--- src/rtl/exp8_arbitro_memoria_pkg.sv ---
// Shared definitions for the RAM arbiter between the game logic and the aux (debug/dump) port.
package exp8_arbitro_memoria_pkg;

  localparam int LARGURA_END          = 4;
  localparam int LARGURA_DADO         = 4;
  localparam int LARGURA_CNT          = 3;
  localparam int LIMITE_ESPERA_PADRAO = 7;

  typedef enum logic [2:0] {
    OCIOSO       = 3'd0,
    ACESSO_JOGO  = 3'd1,
    ACESSO_AUX   = 3'd2,
    LEITURA_JOGO = 3'd3,
    LEITURA_AUX  = 3'd4
  } estado_t;

endpackage

--- src/rtl/exp8_contador_espera.sv ---
// Saturating starvation counter: counts arbitrations lost by aux, clear has priority over enable.
module exp8_contador_espera
  import exp8_arbitro_memoria_pkg::*;
#(
  parameter int LIMITE  = LIMITE_ESPERA_PADRAO,
  parameter int LARGURA = LARGURA_CNT
) (
  input  logic               clock,
  input  logic               reset,
  input  logic               limpa_i,
  input  logic               habilita_i,
  output logic [LARGURA-1:0] cnt_o
);

  localparam logic [LARGURA-1:0] LIMITE_V = LARGURA'(LIMITE);

  logic [LARGURA-1:0] cnt_q, cnt_d;

  always_comb begin
    cnt_d = cnt_q;
    if (limpa_i) begin
      cnt_d = '0;
    end else if (habilita_i && (cnt_q != LIMITE_V)) begin
      cnt_d = cnt_q + 1'b1;
    end
  end

  always_ff @(posedge clock or posedge reset) begin
    if (reset) begin
      cnt_q <= '0;
    end else begin
      cnt_q <= cnt_d;
    end
  end

  assign cnt_o = cnt_q;

endmodule

--- src/rtl/exp8_arbitro_memoria.sv ---
// Arbiter granting a synchronous-read RAM to the game port or the read-only aux port,
// with aux starvation protection after LIMITE_ESPERA consecutive lost ties.
module exp8_arbitro_memoria
  import exp8_arbitro_memoria_pkg::*;
#(
  parameter int LIMITE_ESPERA = LIMITE_ESPERA_PADRAO
) (
  input  logic                    clock,
  input  logic                    reset,
  input  logic                    req_jogo,
  input  logic                    we_jogo,
  input  logic [LARGURA_END-1:0]  end_jogo,
  input  logic [LARGURA_DADO-1:0] dado_jogo,
  input  logic                    req_aux,
  input  logic [LARGURA_END-1:0]  end_aux,
  input  logic                    bloqueia_aux,
  input  logic [LARGURA_DADO-1:0] mem_q,
  output logic                    mem_we,
  output logic [LARGURA_END-1:0]  mem_end,
  output logic [LARGURA_DADO-1:0] mem_d,
  output logic                    gnt_jogo,
  output logic                    gnt_aux,
  output logic                    valido_jogo,
  output logic                    valido_aux,
  output logic [LARGURA_DADO-1:0] q_leitura,
  output logic [2:0]              db_estado
);

  localparam logic [LARGURA_CNT-1:0] LIMITE_CNT = LARGURA_CNT'(LIMITE_ESPERA);

  estado_t                 estado_q, estado_d;
  logic [LARGURA_END-1:0]  end_q, end_d;
  logic [LARGURA_DADO-1:0] dado_q, dado_d;
  logic [LARGURA_DADO-1:0] leitura_q, leitura_d;
  logic                    we_q, we_d;
  logic                    val_jogo_q, val_jogo_d;
  logic                    val_aux_q, val_aux_d;
  logic [LARGURA_CNT-1:0]  cnt_espera;
  logic                    aux_apto, vence_aux, vence_jogo;
  logic                    limpa_cnt, hab_cnt;

  // Winner selection is only meaningful in OCIOSO; both flags are low elsewhere.
  assign aux_apto   = req_aux && !bloqueia_aux;
  assign vence_aux  = (estado_q == OCIOSO) && aux_apto &&
                      ((cnt_espera == LIMITE_CNT) || !req_jogo);
  assign vence_jogo = (estado_q == OCIOSO) && req_jogo && !vence_aux;

  assign limpa_cnt  = !req_aux || vence_aux;
  assign hab_cnt    = vence_jogo && aux_apto;

  exp8_contador_espera #(
    .LIMITE  (LIMITE_ESPERA),
    .LARGURA (LARGURA_CNT)
  ) u_contador_espera (
    .clock      (clock),
    .reset      (reset),
    .limpa_i    (limpa_cnt),
    .habilita_i (hab_cnt),
    .cnt_o      (cnt_espera)
  );

  always_ff @(posedge clock or posedge reset) begin
    if (reset) begin
      estado_q <= OCIOSO;
    end else begin
      estado_q <= estado_d;
    end
  end

  always_comb begin
    estado_d = estado_q;
    case (estado_q)
      OCIOSO: begin
        if (vence_aux) begin
          estado_d = ACESSO_AUX;
        end else if (vence_jogo) begin
          estado_d = ACESSO_JOGO;
        end
      end
      ACESSO_JOGO:  estado_d = we_q ? OCIOSO : LEITURA_JOGO;
      ACESSO_AUX:   estado_d = LEITURA_AUX;
      LEITURA_JOGO: estado_d = OCIOSO;
      LEITURA_AUX:  estado_d = OCIOSO;
      default:      estado_d = OCIOSO;
    endcase
  end

  always_comb begin
    gnt_jogo  = (estado_q == ACESSO_JOGO);
    gnt_aux   = (estado_q == ACESSO_AUX);
    mem_we    = (estado_q == ACESSO_JOGO) && we_q;
    db_estado = estado_q;
  end

  // Aux never writes, so its access leaves the data latch untouched.
  always_comb begin
    end_d      = end_q;
    dado_d     = dado_q;
    we_d       = we_q;
    leitura_d  = leitura_q;
    val_jogo_d = 1'b0;
    val_aux_d  = 1'b0;
    if (vence_aux) begin
      end_d = end_aux;
      we_d  = 1'b0;
    end else if (vence_jogo) begin
      end_d  = end_jogo;
      dado_d = dado_jogo;
      we_d   = we_jogo;
    end
    if (estado_q == LEITURA_JOGO) begin
      leitura_d  = mem_q;
      val_jogo_d = 1'b1;
    end
    if (estado_q == LEITURA_AUX) begin
      leitura_d = mem_q;
      val_aux_d = 1'b1;
    end
  end

  always_ff @(posedge clock or posedge reset) begin
    if (reset) begin
      end_q      <= '0;
      dado_q     <= '0;
      we_q       <= 1'b0;
      leitura_q  <= '0;
      val_jogo_q <= 1'b0;
      val_aux_q  <= 1'b0;
    end else begin
      end_q      <= end_d;
      dado_q     <= dado_d;
      we_q       <= we_d;
      leitura_q  <= leitura_d;
      val_jogo_q <= val_jogo_d;
      val_aux_q  <= val_aux_d;
    end
  end

  assign mem_end     = end_q;
  assign mem_d       = dado_q;
  assign q_leitura   = leitura_q;
  assign valido_jogo = val_jogo_q;
  assign valido_aux  = val_aux_q;

endmodule

--- config.mk ---
export PLATFORM = sky130hd
export DESIGN_NAME = exp8_arbitro_memoria
export DESIGN_NICKNAME = d
export VERILOG_FILES = /design/src/rtl/exp8_arbitro_memoria_pkg.sv /design/src/rtl/exp8_contador_espera.sv /design/src/rtl/exp8_arbitro_memoria.sv
export SDC_FILE = /design/constraint.sdc
export NUM_CORES = 1
export LEC_CHECK = 0
export CAP_MARGIN = 25
export CORE_MARGIN = 1.5
export CORE_UTILIZATION = 46
export CTS_BUF_LIST = sky130_fd_sc_hd__clkbuf_4 sky130_fd_sc_hd__clkbuf_8
export DETAILED_ROUTE_END_ITERATION = 6
export PLACE_DENSITY_LB_ADDON = 0.05
export SETUP_SLACK_MARGIN = 0.1
export SYNTH_ARGS = -nofsm -noshare
export SYNTH_HDL_FRONTEND = slang
export SYNTH_SLANG_ARGS = --single-unit
--- constraint.sdc ---
create_clock -name clock -period 5.63 [get_ports clock]
set_clock_uncertainty 0.15 [all_clocks]
set_input_delay 0.8445 -clock clock [delete_from_list [all_inputs] [get_ports clock]]
set_output_delay 0.8445 -clock clock [all_outputs]
set_load 0.1 [all_outputs]
Yosys cells after proc, flatten, opt, wreduce, memory -nomap -nowiden. Cells that the tools add are included.

Word-level logic and storage cells: 50. Register bits: 21. Output and inout port bits: 20. Input bits: 22.

Add/subtract/negate cells: 1. Bitwise logic cells: 1. Mux-type cells: 14. Reductions and logical operators: 19. Equality and inequality tests: 7.

Operators by type and width (count): 2-to-1 mux 4 bit (4); 2-to-1 mux 3 bit (4); one-hot mux 3 bit (3 select lines) (1); logical AND 1 bit (8); equality test 3 x 2 -> 1 bit (second input constant) (2); equality test 3 bit (second input constant) (2); != test 3 bit (second input constant) (2); nonzero test 2 bit (3); logical NOT 1 bit (4); 2-to-1 mux 1 bit (4); adder 3 x 1 -> 3 bit (second input constant) (1); equality test 3 x 1 -> 1 bit (second input constant) (1); logical NOT 3 bit (1); logical OR 1 bit (2); 2-to-1 mux 2 bit (1); AND reduction 2 bit (1); inverter 1 bit (1).

Depth between registers and ports, before layout. Gate-level depths: netlist of the first run.

Depth in word-level cells: 10. Mapped depth: 6. Depth with buffers taken out: 5.

Hierarchy. Synthesis of the first run repeated with hierarchy kept, for this count alone.

Cell total of the unflattened synthesis: 91. Area, all modules: 1056.0 µm².

Modules (own cells, without submodules): exp8_arbitro_memoria (times used 1, cells each 75, area an instance 868.3 µm², sequential area each 450.4 µm²); exp8_contador_espera (times used 1, cells each 16, area an instance 187.7 µm², sequential area each 75.1 µm²).

Worst setup path after synthesis of the first run. OpenSTA, ideal clock, no wires.

Path kind: reg2out. From: register estado_q[1] (netlist: db_estado[1]). To: output port gnt_aux. Setup slack: 1299 ps. Required time: 4635 ps. Stages on the path, launching flop included: 2. Path buffers: 0. Arrival time: 3337 ps. Path through: dfrtp_1 -> nor3b_1.

Longest elaborated chain between the ends: 1.

Ends and longest elaborated chain: from (decl) (line exp8_arbitro_memoria.sv:31) `estado_t estado_q, estado_d;`; from (signal assigned) (line exp8_arbitro_memoria.sv:66) `estado_q <= estado_d;`; equality test 3 x 2 -> 1 bit (line exp8_arbitro_memoria.sv:90) `gnt_aux = (estado_q == ACESSO_AUX);`; to (decl) (line exp8_arbitro_memoria.sv:22) `output logic gnt_aux,`.

No other way between the ends.

Worst setup path after layout of the first run.
From: register estado_q[0] (netlist: db_estado[0]). To: output port mem_we.

Longest elaborated chain between the ends: 2.

Ends and longest elaborated chain: equality test 3 x 1 -> 1 bit (line exp8_arbitro_memoria.sv:91) `mem_we = (estado_q == ACESSO_JOGO) && we_q;`; logical AND 1 bit (line exp8_arbitro_memoria.sv:91); to (decl) (line exp8_arbitro_memoria.sv:18) `output logic mem_we,`.

No other way between the ends.

==> results of run 1 <==
[final cells by class]
| type | instances | area [um2] | area share, % |
|---|---|---|---|
| timing repair buffer | 41 | 410 | 28.6 |
| clock inverter | 1 | 5.00 | 0.349 |
| clock buffer | 3 | 22.5 | 1.57 |
| tap | 27 | 33.8 | 2.35 |
| sequential | 21 | 526 | 36.6 |
| inverter | 2 | 7.51 | 0.523 |
| multi-input combinational | 47 | 430 | 30.0 |
[cells in the mapped netlist (2+ instances only)]
cell type	count
mux2_2	13
nand2_1	3
nor3b_1	3
o211ai_1	2
mux2_4	4
nor2b_1	2
inv_1	2
ha_1	2
dfrtp_1	21
o21ai_0	5
[sequential cells by signal, summed over array words and instances, names as in the netlist]
register	count
mem_end	4
valido_jogo	1
we_q	1
q_leitura	4
mem_d	4
db_estado	3
u_contador_espera.cnt_o	3
valido_aux	1
[how the worst max path moves through the flow]
stage                  from  slack, ps       to
3_3_place_gp   db_estado[0]       2350   mem_we
5_1_grt        db_estado[0]       1840   mem_we
6_report       db_estado[0]       1960   mem_we
4_1_cts        db_estado[0]       1940   mem_we
3_5_place_dp   db_estado[0]       2310   mem_we
2_1_floorplan  db_estado[1]       1300  gnt_aux
[per-layer routing]
metal	global-route usage, %	vias to the layer above
met2	27.9	22
met3	3.07	2
met4	5.71	0
li1	-	344
met1	21.4	335
met5	0	-
[metrics by stage]
stage | std cells | hold slack, ps
after floorplan | 72 | 311
after global placement | 138 | 337
final | 142 | 361
after global routing | 142 | 386
after CTS | 142 | 363
after detailed placement | 138 | 343
[cells by family (layout without fill, tap and decap cells)]
| family | count (synthesis) | count (layout) | share of synthesized area (%) |
|---|---|---|---|
| compound gates | 9 | 9 | 5.37 |
| fa+ha+maj | 2 | 2 | 2.56 |
| buf+inv | 4 | 47 | 2.30 |
| flops | 21 | 21 | 53.7 |
| mux | 17 | 17 | 21.1 |
| simple gates | 19 | 19 | 15.0 |
==> out/qor.yml, run 1 <==
timing:
  timing.final.ws_setup_ps: 1960
  setup_tns_ps: 0
  setup_viol: 0
  drv_slew: 0
  hold_viol: 0
  finalCritPeriodShare_pct: 65.2
  fin_crit_ps: 3670
  max_freq_mhz: 272
  relSlewSlack_pct: 33.5
  worst_slew_pin_slew_ps: 994
  rsz0062_at_grt: "no"
routing:
  first_pass_iters: 3
  highest_layer: "met4"
  wl_um: 1820
  met3WireLength_um: 80
  vias: 703
  first_iter_violations: 2
  wl_met1_um: 820
  wl_per_cell_um: 12.8
  ant_nets: 0
  drcViolationCount: 0
  wl_met2_um: 900
  viasPerCell: 4.95
critical_path:
  worstPathMaxFanout: 9
  critical-path-slowest-cell: "clkdlybuf4s50_1"
  r2r_cells: 3
  path_delay_family: "buffers and inverters"
  regToRegSetupSlack_ps: 3580
  startpoint_type: "register"
  cp.depth: 4
  rr_startpoint: "db_estado[2]"
  cp_cell_sequence: "or3b_2, inv_1, and2_1, clkdlybuf4s50_1"
  crit_buf_inv: 2
  worstReg2RegEnd: "mem_end[1]"
  crit_arrival_ps: 2680
  cpPeakStageDelay_ps: 1120
  path_class: "register to output port"
  crit_required_ps: 4640
  endpoint_kind: "output port"
worst_hold_path:
  min_path_cells: 1
  holdCritStartpoint: "we_q"
  hold_class: "register to register"
  min_delay_worst_endpoint: "db_estado[1]"
clock_network:
  cts_resized: 0
  htree_num_levels: 1
  cts_tree: "yes"
  clkTransAtPathRegs_ps: 120
  postCtsSetupRepairBufs: 0
  clk_path_buf_depth: 2
  cts_buffers: 3
  clock_insertion_delay_worst_skew_ps: 300
  postCtsHoldBufs: 0
  cts_root_buf: "clkbuf_4"
  clock_sinks: 21
die:
  row_count: 16
  die_h_um: 49.1
  die_area_um2: 2410
  core_um2: 1980
  io_pins: 42
  initial_core_util_pct: 49.4
  die_width_um: 49.1
place:
  gp_congestion: 0.678
  dpl_cell_area_um2: 1410
  dp.final_hpwl_um: 1380
  port_buffers: 41
  dp_slack_ps: 2310
yosys:
  synth-async-reset-ratio_pct: 100
  synth-warning-count: 0
  synth_cell_type_count: 25
  synth_area_leader_cell: "dfrtp_1"
  synth-edff-count: 0
  synth_top_area_share_pct: 53.7
  syn_nets: 96
  syn_area_um2: 978
  ys_seq_elements: 21
  yosys_most_used_dff: "dfrtp_1"
  syn_inst: 72
  synth_area_per_cell_um2: 13.6
  netlist_top_cells_area: "dfrtp_1 54%, mux2_2 15%, mux2_4 6.1%"
  seq_area_frac_synth_pct: 53.7
cells_and_area:
  layout_commonest_cell: "clkdlybuf4s50_1"
  antenna_cells: 0
  fin_util_pct: 72.4
  final_area_um2: 1440
  areaGrowthSynthToFinish_pct: 46.7
  layout.nets: 140
  final_cell_mix: "41 x clkdlybuf4s50_1, 21 x dfrtp_1, 13 x mux2_2, 5 x o21ai_0, 4 x mux2_4"
  nFillCells: 129
  layout-drive-gt1-share_pct: 23.5
global_route:
  grt-ovfl-total: 0
  grt_use_total_pct: 16.6
  grt_pass1_vias: 695
  antenna_found_initial: 0
  grt_pass1_wl_um: 3130
  grt_max_degree: 22
flow_run:
  max_cap_viol_count: 0
status:
  status: "complete, no violations"
Power of run 1 is not shown: default switching activity piles up to over one toggle a cycle in this logic, so the estimate is an artifact.
==> run 2, diff against run 1 <==
--- a/config.mk
+++ b/config.mk
@@ -7,7 +7,7 @@
 export LEC_CHECK = 0
 export CAP_MARGIN = 25
 export CORE_MARGIN = 1.5
-export CORE_UTILIZATION = 46
+export CORE_UTILIZATION = 39
 export CTS_BUF_LIST = sky130_fd_sc_hd__clkbuf_4 sky130_fd_sc_hd__clkbuf_8
 export DETAILED_ROUTE_END_ITERATION = 6
 export PLACE_DENSITY_LB_ADDON = 0.05
==> constraint.sdc (replaced) <==
create_clock -name clock -period 2.95 [get_ports clock]
set_clock_uncertainty 0.15 [all_clocks]
set_input_delay 0.4425 -clock clock [delete_from_list [all_inputs] [get_ports clock]]
set_output_delay 0.4425 -clock clock [all_outputs]
set_load 0.1 [all_outputs]
==> out/qor.yml, run 2 (same netlist as run 1, synthesis figures left out) <==
status:
  status: "complete, no violations"
clock_network:
  clkTransAtPathRegs_ps: 110  # about the same
  cts_tree: "yes"
  postCtsHoldBufs: 0  # unchanged
  cts_resized: 0  # unchanged
  cts_buffers: 3  # unchanged
  clk_path_buf_depth: 2  # unchanged
  clock_sinks: 21  # unchanged
  htree_num_levels: 1  # unchanged
  cts_root_buf: "clkbuf_4"
  postCtsSetupRepairBufs: 0  # unchanged
  clock_insertion_delay_worst_skew_ps: 290  # about the same
critical_path:
  startpoint_type: "register"
  path_class: "register to output port"
  crit_arrival_ps: 1740  # -940 ps
  worstPathMaxFanout: 9  # unchanged
  crit_required_ps: 2360  # -2280 ps
  endpoint_kind: "output port"
timing:
  setup_viol: 0  # unchanged
  rsz0062_at_grt: "no"
  relSlewSlack_pct: 49.0  # +16 points
  finalCritPeriodShare_pct: 79.1
  hold_viol: 0  # unchanged
  worst_slew_pin_slew_ps: 764  # -230 ps
  fin_crit_ps: 2330
  drv_slew: 0  # unchanged
  max_freq_mhz: 428
place:
  port_buffers: 41  # unchanged
  dpl_cell_area_um2: 1390  # -1.6%
  gp_congestion: 0.699  # +3.1%
  dp.final_hpwl_um: 1430  # +3.7%
routing:
  first_iter_violations: 3  # +1
  wl_um: 1830  # +0.55%
  vias: 700  # -0.43%
  ant_nets: 0  # unchanged
  viasPerCell: 4.90  # -1.1%
  drcViolationCount: 0  # unchanged
  first_pass_iters: 3  # unchanged
  wl_per_cell_um: 12.8  # -0.15%
die:
  die_h_um: 53.1  # +8.1%
  core_um2: 2300  # +16%
  io_pins: 42  # unchanged
  die_area_um2: 2820  # +17%
  row_count: 17  # +1
  initial_core_util_pct: 42.6  # -6.8 points
  die_width_um: 53.1  # +8.1%
flow_run:
  max_cap_viol_count: 0  # unchanged
cells_and_area:
  layout.nets: 140  # unchanged
  areaGrowthSynthToFinish_pct: 44.6
  final_cell_mix: "21 x clkdlybuf4s50_1, 19 x dfrtp_1, 19 x buf_4, 13 x mux2_2, 5 x o21ai_0"
  layout-drive-gt1-share_pct: 45.2  # +22 points
  layout_commonest_cell: "clkdlybuf4s50_1"
  nFillCells: 201  # +56%
  antenna_cells: 0  # unchanged
  final_area_um2: 1420  # -1.4%
  multi_input_area_um2: 438  # +1.7%
  regArea_um2: 528  # +0.48%
global_route:
  grt_pass1_wl_um: 3070  # -1.8%
  antenna_found_initial: 0  # unchanged
  grt_use_total_pct: 15.5  # -1.1 points
  grt_pass1_vias: 700  # +0.72%
  grt-ovfl-total: 0  # unchanged
  grt_max_degree: 22  # unchanged
worst_hold_path:
  hold_class: "register to register"
-- run 2: worst max-delay path, cell delays in order (launching register included) --
cell and delay, ps:
dfrtp_2 490, or3b_2 540, clkinvlp_4 100, and2_4 150, buf_12 170
-- run 2: per-layer routing --
metal  global-route usage, %  vias up  part of all wire [%]
met3                    5.93        2                   7.8
met2                    27.1       28                    49
li1                        -      343                     -
met5                       0        -                     0
met1                    17.2      327                    42
met4                    5.13        0                  0.93
-- run 2: final timing paths --
path / slack (ps) / endpoint / from / depth (start not counted)
min: 370 / q_leitura[2] / q_leitura[2] / 1
max: 620 / mem_we / db_estado[2] / 4
max reg2reg: 930 / mem_end[1] / db_estado[2] / 3
min reg2reg: 370 / q_leitura[2] / q_leitura[2] / 1
max in group asynchronous: 1710 / db_estado[0] / reset / 2
min in group asynchronous: 420 / mem_d[2] / reset / 2
-- run 2: cell type report --
type / count / share of cell area, %
well taps: 28 / 2.48
clock buffers: 4 / 2.12
inverters: 2 / 0.796
flip-flops and latches: 21 / 37.3
multi-input cells: 47 / 30.9
repair buffers: 41 / 26.3
-- run 2: per-stage QoR --
step | cells | hold WS (ps) | TNS [ps] | setup WS, ps | utilization [%]
finish | 143 | 372 | 0 | 616 | 61.6
global route | 143 | 400 | 0 | 531 | 61.6
CTS | 143 | 378 | 0 | 598 | 61.6
detailed placement | 139 | 350 | 0 | 660 | 60.3
global placement | 139 | 341 | 0 | 678 | 60.3
floorplan | 72 | 269 | -31.0 | -31.0 | -
Power of run 2 is left out for the same reason.
==> run 3, diff against run 2 <==
--- a/config.mk
+++ b/config.mk
@@ -7,7 +7,7 @@
 export LEC_CHECK = 0
 export CAP_MARGIN = 25
 export CORE_MARGIN = 1.5
-export CORE_UTILIZATION = 39
+export CORE_UTILIZATION = 43
 export CTS_BUF_LIST = sky130_fd_sc_hd__clkbuf_4 sky130_fd_sc_hd__clkbuf_8
 export DETAILED_ROUTE_END_ITERATION = 6
 export PLACE_DENSITY_LB_ADDON = 0.05
==> constraint.sdc (replaced) <==
create_clock -name clock -period 2.4 [get_ports clock]
set_clock_uncertainty 0.15 [all_clocks]
set_input_delay 0.36 -clock clock [delete_from_list [all_inputs] [get_ports clock]]
set_output_delay 0.36 -clock clock [all_outputs]
set_load 0.1 [all_outputs]
==> out/qor.yml, run 3 (same netlist as run 1, synthesis figures left out) <==
cells_and_area:
  layout_commonest_cell: "clkdlybuf4s50_1"
  layout.nets: 141  # +0.71%
  nFillCells: 184  # -8.5%
  layout-drive-gt1-share_pct: 46.6  # +1.3 points
  antenna_cells: 0  # unchanged
  areaGrowthSynthToFinish_pct: 49.5
  multi_input_area_um2: 447  # +2.0%
  regArea_um2: 537  # +1.7%
  final_cell_mix: "21 x clkdlybuf4s50_1, 18 x dfrtp_1, 18 x buf_4, 13 x mux2_2, 5 x o21ai_0"
die:
  die_h_um: 50.7  # -4.5%
  core_um2: 2170  # -5.6%
  row_count: 17  # unchanged
  die_width_um: 50.7  # -4.5%
  die_area_um2: 2570  # -8.8%
  initial_core_util_pct: 45.1  # +2.5 points
  io_pins: 42  # unchanged
timing:
  max_freq_mhz: 452
  relSlewSlack_pct: 66.2  # +17 points
  rsz0062_at_grt: "no"
  drv_slew: 0  # unchanged
  hold_viol: 0  # unchanged
  worst_slew_pin_slew_ps: 506  # -258 ps
  finalCritPeriodShare_pct: 92.3
  setup_tns_ps: 0  # unchanged
  fin_crit_ps: 2210
  setup_viol: 0  # unchanged
global_route:
  grt_use_total_pct: 17.2  # +1.7 points
  antenna_found_initial: 0  # unchanged
  grt_max_degree: 15  # -32%
  grt_pass1_vias: 690  # -1.4%
  grt_pass1_wl_um: 3240  # +5.4%
  grt-ovfl-total: 0  # unchanged
clock_network:
  clock_insertion_delay_worst_skew_ps: 300  # about the same
  postCtsHoldBufs: 0  # unchanged
  clock_sinks: 21  # unchanged
  htree_num_levels: 1  # unchanged
  cts_tree: "yes"
  cts_resized: 0  # unchanged
  clk_path_buf_depth: 2  # unchanged
  cts_root_buf: "clkbuf_4"
  clkTransAtPathRegs_ps: 120  # about the same
  cts_buffers: 3  # unchanged
  postCtsSetupRepairBufs: 0  # unchanged
critical_path:
  crit_arrival_ps: 1700  # -40 ps
  regToRegSetupSlack_ps: 310  # -620 ps
  startpoint_type: "register"
  endpoint_kind: "output port"
  rr_startpoint: "db_estado[2]"
  worstPathMaxFanout: 9  # unchanged
  path_class: "register to output port"
  r2r_cells: 3  # unchanged
  crit_required_ps: 1890  # -470 ps
  worstReg2RegEnd: "mem_end[0]"
routing:
  vias: 718  # +2.6%
  first_iter_violations: 1  # -2
  drcViolationCount: 0  # unchanged
  wl_per_cell_um: 13.0  # +2.1%
  ant_nets: 0  # unchanged
  viasPerCell: 4.99  # +1.9%
  wl_um: 1880  # +2.8%
  first_pass_iters: 3  # unchanged
place:
  port_buffers: 41  # unchanged
  dp.final_hpwl_um: 1460  # +1.9%
  gp_congestion: 0.699  # about the same
worst_hold_path:
  hold_class: "input port to async pin"
status:
  status: "complete, no violations"
flow_run:
  max_cap_viol_count: 0  # unchanged
## run 3: cell count changes in the layout (fill, tap and decap cells not counted), sizes merged
cell / change
buf: +1
clkbuf: -1
clkinv: +1
## run 3: final cells by class
type / count / share of cell area, %
Multi-Input combinational cell: 47 / 30.5
Clock inverter: 1 / 0.342
Clock buffer: 3 / 1.54
Timing Repair Buffer: 42 / 27.7
Inverter: 2 / 0.770
Tap cell: 28 / 2.40
Sequential cell: 21 / 36.7
## run 3: layer usage
metal	up-vias	GRT usage [%]	part of all wire, %
met3	2	2.98	4.6
met5	-	0	0
met2	22	26.3	50
met4	0	8.11	1.3
met1	345	23.7	44
li1	349	-	-
## run 3: worst max-delay path by stage
stage / slack, ps / start / cells after the start / end
6_report: 190 / db_estado[1] / 4 / mem_we
5_1_grt: 130 / db_estado[2] / 4 / mem_we
4_1_cts: 170 / db_estado[1] / 4 / mem_we
3_5_place_dp: 210 / req_jogo / 4 / mem_end[3]
3_3_place_gp: 240 / req_jogo / 4 / mem_d[1]
2_1_floorplan: 30 / db_estado[0] / 3 / mem_we
## run 3: per-stage QoR
step / worst slack, ps / hold slack, ps / util (%) / area [um2] / instances
final: 185 / 246 / 67.4 / 1460 / 144
after global routing: 131 / 289 / 67.4 / 1460 / 144
after CTS: 173 / 268 / 67.4 / 1460 / 144
after detailed placement: 209 / 348 / 66.1 / 1440 / 140
after global placement: 239 / 340 / 66.1 / 1440 / 140
after floorplan: 27.6 / 187 / - / 1010 / 72
## run 3: worst max-delay path: stages, from the launching register on
cell and delay, ps:
dfrtp_4 550, or3b_4 440, clkinvlp_4 110, and2_4 150
buf_12 160
Power of run 3 is left out for the same reason.
